==> config.mk <==
export PLATFORM = sky130hd
export DESIGN_NAME = commu_frame_tx
export DESIGN_NICKNAME = d
export VERILOG_FILES = /design/src/rtl/commu_frame_tx.sv
export SDC_FILE = /design/constraint.sdc
export NUM_CORES = 1
export LEC_CHECK = 0
export CAP_MARGIN = 30
export CORE_UTILIZATION = 30
export DETAILED_ROUTE_END_ITERATION = 16
export MAX_ROUTING_LAYER = met4
export SETUP_SLACK_MARGIN = 0.2
export SYNTH_ARGS = -nofsm -noshare
export SYNTH_HDL_FRONTEND = slang
export SYNTH_SLANG_ARGS = --single-unit
==> constraint.sdc <==
create_clock -name i_clk_sys -period 6.8 [get_ports i_clk_sys]
set_input_delay 0.68 -clock i_clk_sys [delete_from_list [all_inputs] [get_ports i_clk_sys]]
set_output_delay 0.68 -clock i_clk_sys [all_outputs]
set_load 0.005 [all_outputs]
==> src/rtl/commu_frame_tx.sv <==
// Frame builder and serialiser: sync, id, payload and tail words sent on NCH redundant RS-485 channels.
// Optional macro COMMU_CRC_EN selects a CRC-16-CCITT tail instead of the additive checksum.
module commu_frame_tx #(
    parameter int          DW    = 16,
    parameter int          NCH   = 2,
    parameter int          GUARD = 2,
    parameter logic [15:0] SYNC  = 16'hEB90
) (
    input  logic           i_clk_sys,
    input  logic           i_rst,
    input  logic           i_fire,
    output logic           o_done,
    output logic           o_busy,
    input  logic [15:0]    i_len_pkg,
    input  logic [19:0]    i_tbit_period,
    input  logic [7:0]     i_dev_id,
    input  logic [NCH-1:0] i_ch_en,
    output logic           o_buf_rd,
    input  logic [DW-1:0]  i_buf_q,
    output logic [NCH-1:0] o_tx,
    output logic [NCH-1:0] o_de
);

    typedef enum logic [2:0] {S_IDLE, S_LEAD, S_SYNC, S_ID, S_PAY, S_TAIL, S_TRAIL} state_t;

    localparam int            BW          = $clog2(DW + GUARD + 2) + 1;
    localparam logic [BW-1:0] B_STOP      = BW'(DW + 1);
    localparam logic [BW-1:0] B_DATA_LAST = BW'(DW);
    localparam logic [BW-1:0] B_GLAST     = BW'(GUARD - 1);

`ifdef COMMU_CRC_EN
    localparam logic [DW-1:0] TAIL_INIT = DW'(16'hFFFF);

    function automatic logic [DW-1:0] f_tail_next(input logic [DW-1:0] acc, input logic [DW-1:0] word);
        logic [15:0] c;
        logic        fb;
        c = acc[15:0];
        for (int i = 0; i < DW; i++) begin
            fb = c[15] ^ word[i];
            c  = {c[14:0], 1'b0} ^ (fb ? 16'h1021 : 16'h0000);
        end
        return DW'(c);
    endfunction
`else
    localparam logic [DW-1:0] TAIL_INIT = '0;

    function automatic logic [DW-1:0] f_tail_next(input logic [DW-1:0] acc, input logic [DW-1:0] word);
        return acc + word;
    endfunction
`endif

    state_t         r_state, w_state;
    logic [19:0]    r_pcnt, w_pcnt, r_period, w_period;
    logic [BW-1:0]  r_bcnt, w_bcnt;
    logic [15:0]    r_wcnt, w_wcnt, r_rdcnt, w_rdcnt, r_len, w_len;
    logic [DW-1:0]  r_shift, w_shift, r_sum, w_sum, r_idword, w_idword, r_bufq, w_word;
    logic [NCH-1:0] r_chen, w_chen, r_tx, w_tx, r_de, w_de;
    logic [7:0]     r_seq, w_seq;
    logic           r_busy, w_busy, r_done, w_done, r_rd, w_rd, r_rd_d, w_finish;
    logic           w_bit_end;

    assign w_bit_end = (r_pcnt == r_period - 20'd1);

    // Next-state and datapath: bit timing, word sequencing, buffer strobes and tail accumulation.
    always_comb begin
        w_state  = r_state;
        w_pcnt   = r_pcnt;
        w_bcnt   = r_bcnt;
        w_wcnt   = r_wcnt;
        w_rdcnt  = r_rdcnt;
        w_shift  = r_shift;
        w_sum    = r_sum;
        w_len    = r_len;
        w_period = r_period;
        w_idword = r_idword;
        w_chen   = r_chen;
        w_seq    = r_seq;
        w_tx     = r_tx;
        w_de     = r_de;
        w_busy   = r_busy;
        w_done   = 1'b0;
        w_rd     = 1'b0;
        w_word   = '0;
        w_finish = 1'b0;
        case (r_state)
            S_IDLE: begin
                // A fire coinciding with the done pulse still belongs to the finished frame.
                if (i_fire && !r_done) begin
                    w_busy   = 1'b1;
                    w_de     = i_ch_en;
                    w_chen   = i_ch_en;
                    w_period = (i_tbit_period == 20'd0) ? 20'd1 : i_tbit_period;
                    w_len    = i_len_pkg;
                    w_idword = DW'({i_dev_id, r_seq});
                    w_sum    = TAIL_INIT;
                    w_rdcnt  = 16'd0;
                    w_wcnt   = 16'd0;
                    w_pcnt   = 20'd0;
                    w_bcnt   = '0;
                    w_state  = (GUARD == 0) ? S_SYNC : S_LEAD;
                    w_tx     = (GUARD == 0) ? ~i_ch_en : '1;
                end else begin
                    w_tx = '1;
                    w_de = '0;
                end
            end
            S_LEAD, S_TRAIL: begin
                if (w_bit_end) begin
                    w_pcnt = 20'd0;
                    if (r_bcnt == B_GLAST) begin
                        if (r_state == S_LEAD) begin
                            w_state = S_SYNC;
                            w_bcnt  = '0;
                            w_tx    = ~r_chen;
                        end else begin
                            w_finish = 1'b1;
                        end
                    end else begin
                        w_bcnt = r_bcnt + BW'(1);
                    end
                end else begin
                    w_pcnt = r_pcnt + 20'd1;
                end
            end
            S_SYNC, S_ID, S_PAY, S_TAIL: begin
                if (w_bit_end) begin
                    w_pcnt = 20'd0;
                    if (r_bcnt == B_STOP) begin
                        w_bcnt = '0;
                        w_tx   = ~r_chen;
                        case (r_state)
                            S_SYNC:  w_state = S_ID;
                            S_ID:    w_state = (r_len == 16'd0) ? S_TAIL : S_PAY;
                            S_PAY: begin
                                if (r_wcnt == r_len - 16'd1) begin
                                    w_state = S_TAIL;
                                end else begin
                                    w_wcnt = r_wcnt + 16'd1;
                                end
                            end
                            default: begin
                                w_tx = '1;
                                if (GUARD == 0) begin
                                    w_finish = 1'b1;
                                end else begin
                                    w_state = S_TRAIL;
                                end
                            end
                        endcase
                    end else if (r_bcnt == '0) begin
                        w_bcnt = r_bcnt + BW'(1);
                        case (r_state)
                            S_SYNC:  w_word = DW'(SYNC);
                            S_ID:    w_word = r_idword;
                            S_PAY:   w_word = r_rd_d ? i_buf_q : r_bufq;
                            default: w_word = r_sum;
                        endcase
                        w_tx    = {NCH{w_word[0]}} | ~r_chen;
                        w_shift = w_word >> 1;
                        if (r_state == S_ID || r_state == S_PAY) begin
                            w_sum = f_tail_next(r_sum, w_word);
                        end else begin
                            w_sum = r_sum;
                        end
                    end else if (r_bcnt == B_DATA_LAST) begin
                        w_bcnt = B_STOP;
                        w_tx   = '1;
                        // Prefetch the next payload word during this stop bit.
                        if ((r_state == S_ID || r_state == S_PAY) && (r_rdcnt < r_len)) begin
                            w_rd    = 1'b1;
                            w_rdcnt = r_rdcnt + 16'd1;
                        end else begin
                            w_rd = 1'b0;
                        end
                    end else begin
                        w_bcnt  = r_bcnt + BW'(1);
                        w_tx    = {NCH{r_shift[0]}} | ~r_chen;
                        w_shift = r_shift >> 1;
                    end
                end else begin
                    w_pcnt = r_pcnt + 20'd1;
                end
            end
            default: w_state = S_IDLE;
        endcase
        if (w_finish) begin
            w_state = S_IDLE;
            w_tx    = '1;
            w_de    = '0;
            w_done  = 1'b1;
            w_busy  = 1'b0;
            w_seq   = r_seq + 8'd1;
        end else begin
            w_done = 1'b0;
        end
    end

    // State and datapath registers; buffer data is captured the cycle after the read strobe.
    always_ff @(posedge i_clk_sys or posedge i_rst) begin
        if (i_rst) begin
            r_state  <= S_IDLE;
            r_pcnt   <= 20'd0;
            r_period <= 20'd1;
            r_bcnt   <= '0;
            r_wcnt   <= 16'd0;
            r_rdcnt  <= 16'd0;
            r_len    <= 16'd0;
            r_shift  <= '0;
            r_sum    <= '0;
            r_idword <= '0;
            r_bufq   <= '0;
            r_chen   <= '0;
            r_tx     <= '1;
            r_de     <= '0;
            r_seq    <= 8'd0;
            r_busy   <= 1'b0;
            r_done   <= 1'b0;
            r_rd     <= 1'b0;
            r_rd_d   <= 1'b0;
        end else begin
            r_state  <= w_state;
            r_pcnt   <= w_pcnt;
            r_period <= w_period;
            r_bcnt   <= w_bcnt;
            r_wcnt   <= w_wcnt;
            r_rdcnt  <= w_rdcnt;
            r_len    <= w_len;
            r_shift  <= w_shift;
            r_sum    <= w_sum;
            r_idword <= w_idword;
            r_chen   <= w_chen;
            r_tx     <= w_tx;
            r_de     <= w_de;
            r_seq    <= w_seq;
            r_busy   <= w_busy;
            r_done   <= w_done;
            r_rd     <= w_rd;
            r_rd_d   <= r_rd;
            if (r_rd_d) begin
                r_bufq <= i_buf_q;
            end else begin
                r_bufq <= r_bufq;
            end
        end
    end

    assign o_tx     = r_tx;
    assign o_de     = r_de;
    assign o_busy   = r_busy;
    assign o_done   = r_done;
    assign o_buf_rd = r_rd;

endmodule

==> impl_metrics.env <==
export IMPL_max_cap_viol_count=0
export IMPL_finalCriticalPeriod_ns=4.55
export IMPL_cp_arrival_ns=4.86
export IMPL_globalRouteOverflowTotal=0
export IMPL_post_route_period_util=0.668
export IMPL_via_per_inst=5.29
export IMPL_syn_mean_instance_area_um2=9.41
export IMPL_relSlewSlack=0.367
export IMPL_cts_max_level=4
export IMPL_wl_met3_mm=1.26
export IMPL_ys_warn_count=0
export IMPL_fmax_mhz=220
export IMPL_ys_ff_latch=178
export IMPL_drtPass1Iterations=5
export IMPL_fin_cells=1687
export IMPL_dp_slack_ns=2.18
export IMPL_worstSetupPathType="reg2reg"
export IMPL_antenna_left=0
export IMPL_placement_io_buffers=71
export IMPL_tightest_slew_ns=0.940
export IMPL_vias=8917
export IMPL_grt_pass1_vias=8550
export IMPL_io_pins=72
export IMPL_start_util=0.305
export IMPL_postCtsSetupBuffers=0
export IMPL_cts_root_buffer="clkbuf_16"
export IMPL_placedCellCount=1655
export IMPL_setup_tns_ns=0
export IMPL_synthArstFlopShare=1.00
export IMPL_p_per_area_mw_per_mm2=374
export IMPL_tritoncts="done"
export IMPL_globalplace_congestion=0.902
export IMPL_synth_top_cell_area_share=0.404
export IMPL_wirelength_mm=28.8
export IMPL_wl_met2_mm=12.6
export IMPL_startpoint_type="register"
export IMPL_gr_usage_all_layers=0.167
export IMPL_final_nets=1324
export IMPL_setup_ws_ns=2.25
export IMPL_hold_path_class="reg2reg"
export IMPL_cts_made_buffers=17
export IMPL_crit_required_ns=7.11
export IMPL_synth_common_cells="dfrtp_1, nand2_1, o21ai_0"
export IMPL_grt_pass1_wl_mm=47.0
export IMPL_grt_max_degree=77
export IMPL_hold_buffers=0
export IMPL_area_growth_pct=16.7
export IMPL_ir_worst_vdd_mv=0.229
export IMPL_cts_buffer_depth=2
export IMPL_synth_most_common_cell="dfrtp_1"
export IMPL_ys_seq_area_frac=0.411
export IMPL_clock_latency_ns=0.44
export IMPL_worstSetupEndpointType="register"
export IMPL_worstPathMaxFanout=19
export IMPL_wl_per_cell_um=17.1
export IMPL_setup_violations_final=0
export IMPL_rsz0062_at_grt="false"
export IMPL_die_w_um=192
export IMPL_p_leak_nw=5.37
export IMPL_postSynthCellCount=1152
export IMPL_synth_area_top_cells="dfrtp_1, mux2_2, ha_1"
export IMPL_synth_top_area_cell="dfrtp_1"
export IMPL_synth_edf_count=0
export IMPL_drtIter0Drc=643
export IMPL_synthDistinctLibCells=93
export IMPL_syn_nets=1263
export IMPL_final_hold_viol_count=0
export IMPL_hpwl_mm=21.3
export IMPL_cts_resized=0
export IMPL_drive_gt1_frac=0.117
export IMPL_die_y_um=192
export IMPL_dpl_instance_area_mm2=0.0121
export IMPL_top_layer_used="met4"
export IMPL_path_clk_slew_ns=0.07
export IMPL_core_mm2=0.0356
export IMPL_status="completed"
export IMPL_wl_met1_mm=14.7
export IMPL_p_total_mw=4.73
export IMPL_syn_cell_area_mm2=0.0108
export IMPL_antenna_cells=0
export IMPL_fin_skew_ns=0.0125
export IMPL_drc=0
export IMPL_synth_flop_cell="dfrtp_1"
export IMPL_clkSinkCount=178
export IMPL_slew_violations=0
export IMPL_num_rows=69
export IMPL_stdcell_area_mm2=0.0126
export IMPL_dieArea_mm2=0.0369
export IMPL_antenna_found_initial=0
==> cell type report <==
type,count,area [um2]
tap,461,577
clock inverter,12,145
sequential,178,4460
multi-input combinational,888,6040
fill,3670,22900
clock buffer,20,447
timing repair buffer,83,808
inverter,45,174
==> path summary, 6_finish.rpt <==
| kind | from | end | slack, ns | cells after the start |
|---|---|---|---|---|
| max | r_state[0] | r_sum[15] | 2.25 | 16 |
| min | r_seq[7] | r_seq[7] | 0.47 | 1 |
| max reg2reg | r_state[0] | r_sum[15] | 2.25 | 16 |
| min reg2reg | r_seq[7] | r_seq[7] | 0.47 | 1 |
| max in group asynchronous | i_rst | r_wcnt[10] | 4.88 | 3 |
| min in group asynchronous | i_rst | r_period[7] | 0.73 | 2 |
==> cell usage in the layout (no fill, tap or decap), drive strengths merged, types with 12 or more instances in the layout <==
cell | Yosys | routed
nor3 | 27 | 27
nand2b | 17 | 17
or3 | 20 | 20
inv | 45 | 51
clkdlybuf4s50 | 0 | 71
o31ai | 16 | 16
ha | 45 | 45
nor4 | 24 | 24
nor2 | 64 | 64
a21oi | 45 | 45
a31oi | 14 | 14
and3 | 25 | 25
nand2 | 148 | 148
xnor2 | 31 | 31
mux2i | 14 | 14
xor2 | 35 | 35
clkbuf | 36 | 20
o21ai | 98 | 98
dfrtp | 175 | 175
buf | 5 | 12
mux2 | 54 | 54
nand4 | 21 | 21
nand3 | 30 | 30
==> power breakdown <==
group / switching (mW) / leakage, nW / total (mW) / internal (mW)
logic: 1.29 / 2.83 / 2.14 / 0.852
registers: 0.293 / 2.26 / 1.57 / 1.28
clock network: 0.453 / 0.288 / 1.01 / 0.561
total: 2.04 / 5.37 / 4.73 / 2.69
==> critical path, stage by stage, from the launching register on <==
cell      delay (ns)
dfrtp_1         0.41
inv_1           0.12
ha_1            0.27
and2_1          0.67
nor2_1          0.19
nor2_1          0.58
a31oi_1         0.21
ha_1            0.39
o21ai_0         0.10
nand2b_1        0.08
o31a_1          0.15
nand4_1         0.12
a31oi_1         0.29
a31oi_1         0.17
o21ai_0         0.34
xor2_1          0.19
o221ai_1        0.12
==> flip-flops by register name (all words and copies together), names as in the netlist, 2 cells and up <==
name	flops
r_pcnt	20
r_period	20
o_de	2
r_seq	8
r_shift	15
r_rdcnt	16
r_sum	16
r_state	3
r_idword	16
r_bcnt	6
r_bufq	16
r_chen	2
r_len	16
o_tx	2
r_wcnt	16
==> per-layer routing <==
layer  GRT usage  vias to the layer above
li1            -                     4339
met1       0.240                     4379
met2       0.246                      186
met3      0.0274                       13
met4      0.0348                        0
met5           -                        -
==> stage by stage <==
step,hold WS (ns),utilization
after global routing,0.507,0.356
after CTS,0.468,0.356
final,0.471,0.356
after global placement,0.450,0.338
after detailed placement,0.458,0.339
after floorplan,0.376,-
==> cell families after synthesis <==
logic type / count (synthesis) / share of synthesized area
AOI/OAI and AO/OA: 273 / 0.170
xor gates and xnor gates: 66 / 0.0533
adders and majority gates: 46 / 0.0538
buffers and inverters: 86 / 0.0338
DFF: 178 / 0.411
muxes: 68 / 0.0690
and+or+nand+nor: 435 / 0.209
Note: power is estimated with default switching activity, not from simulation.
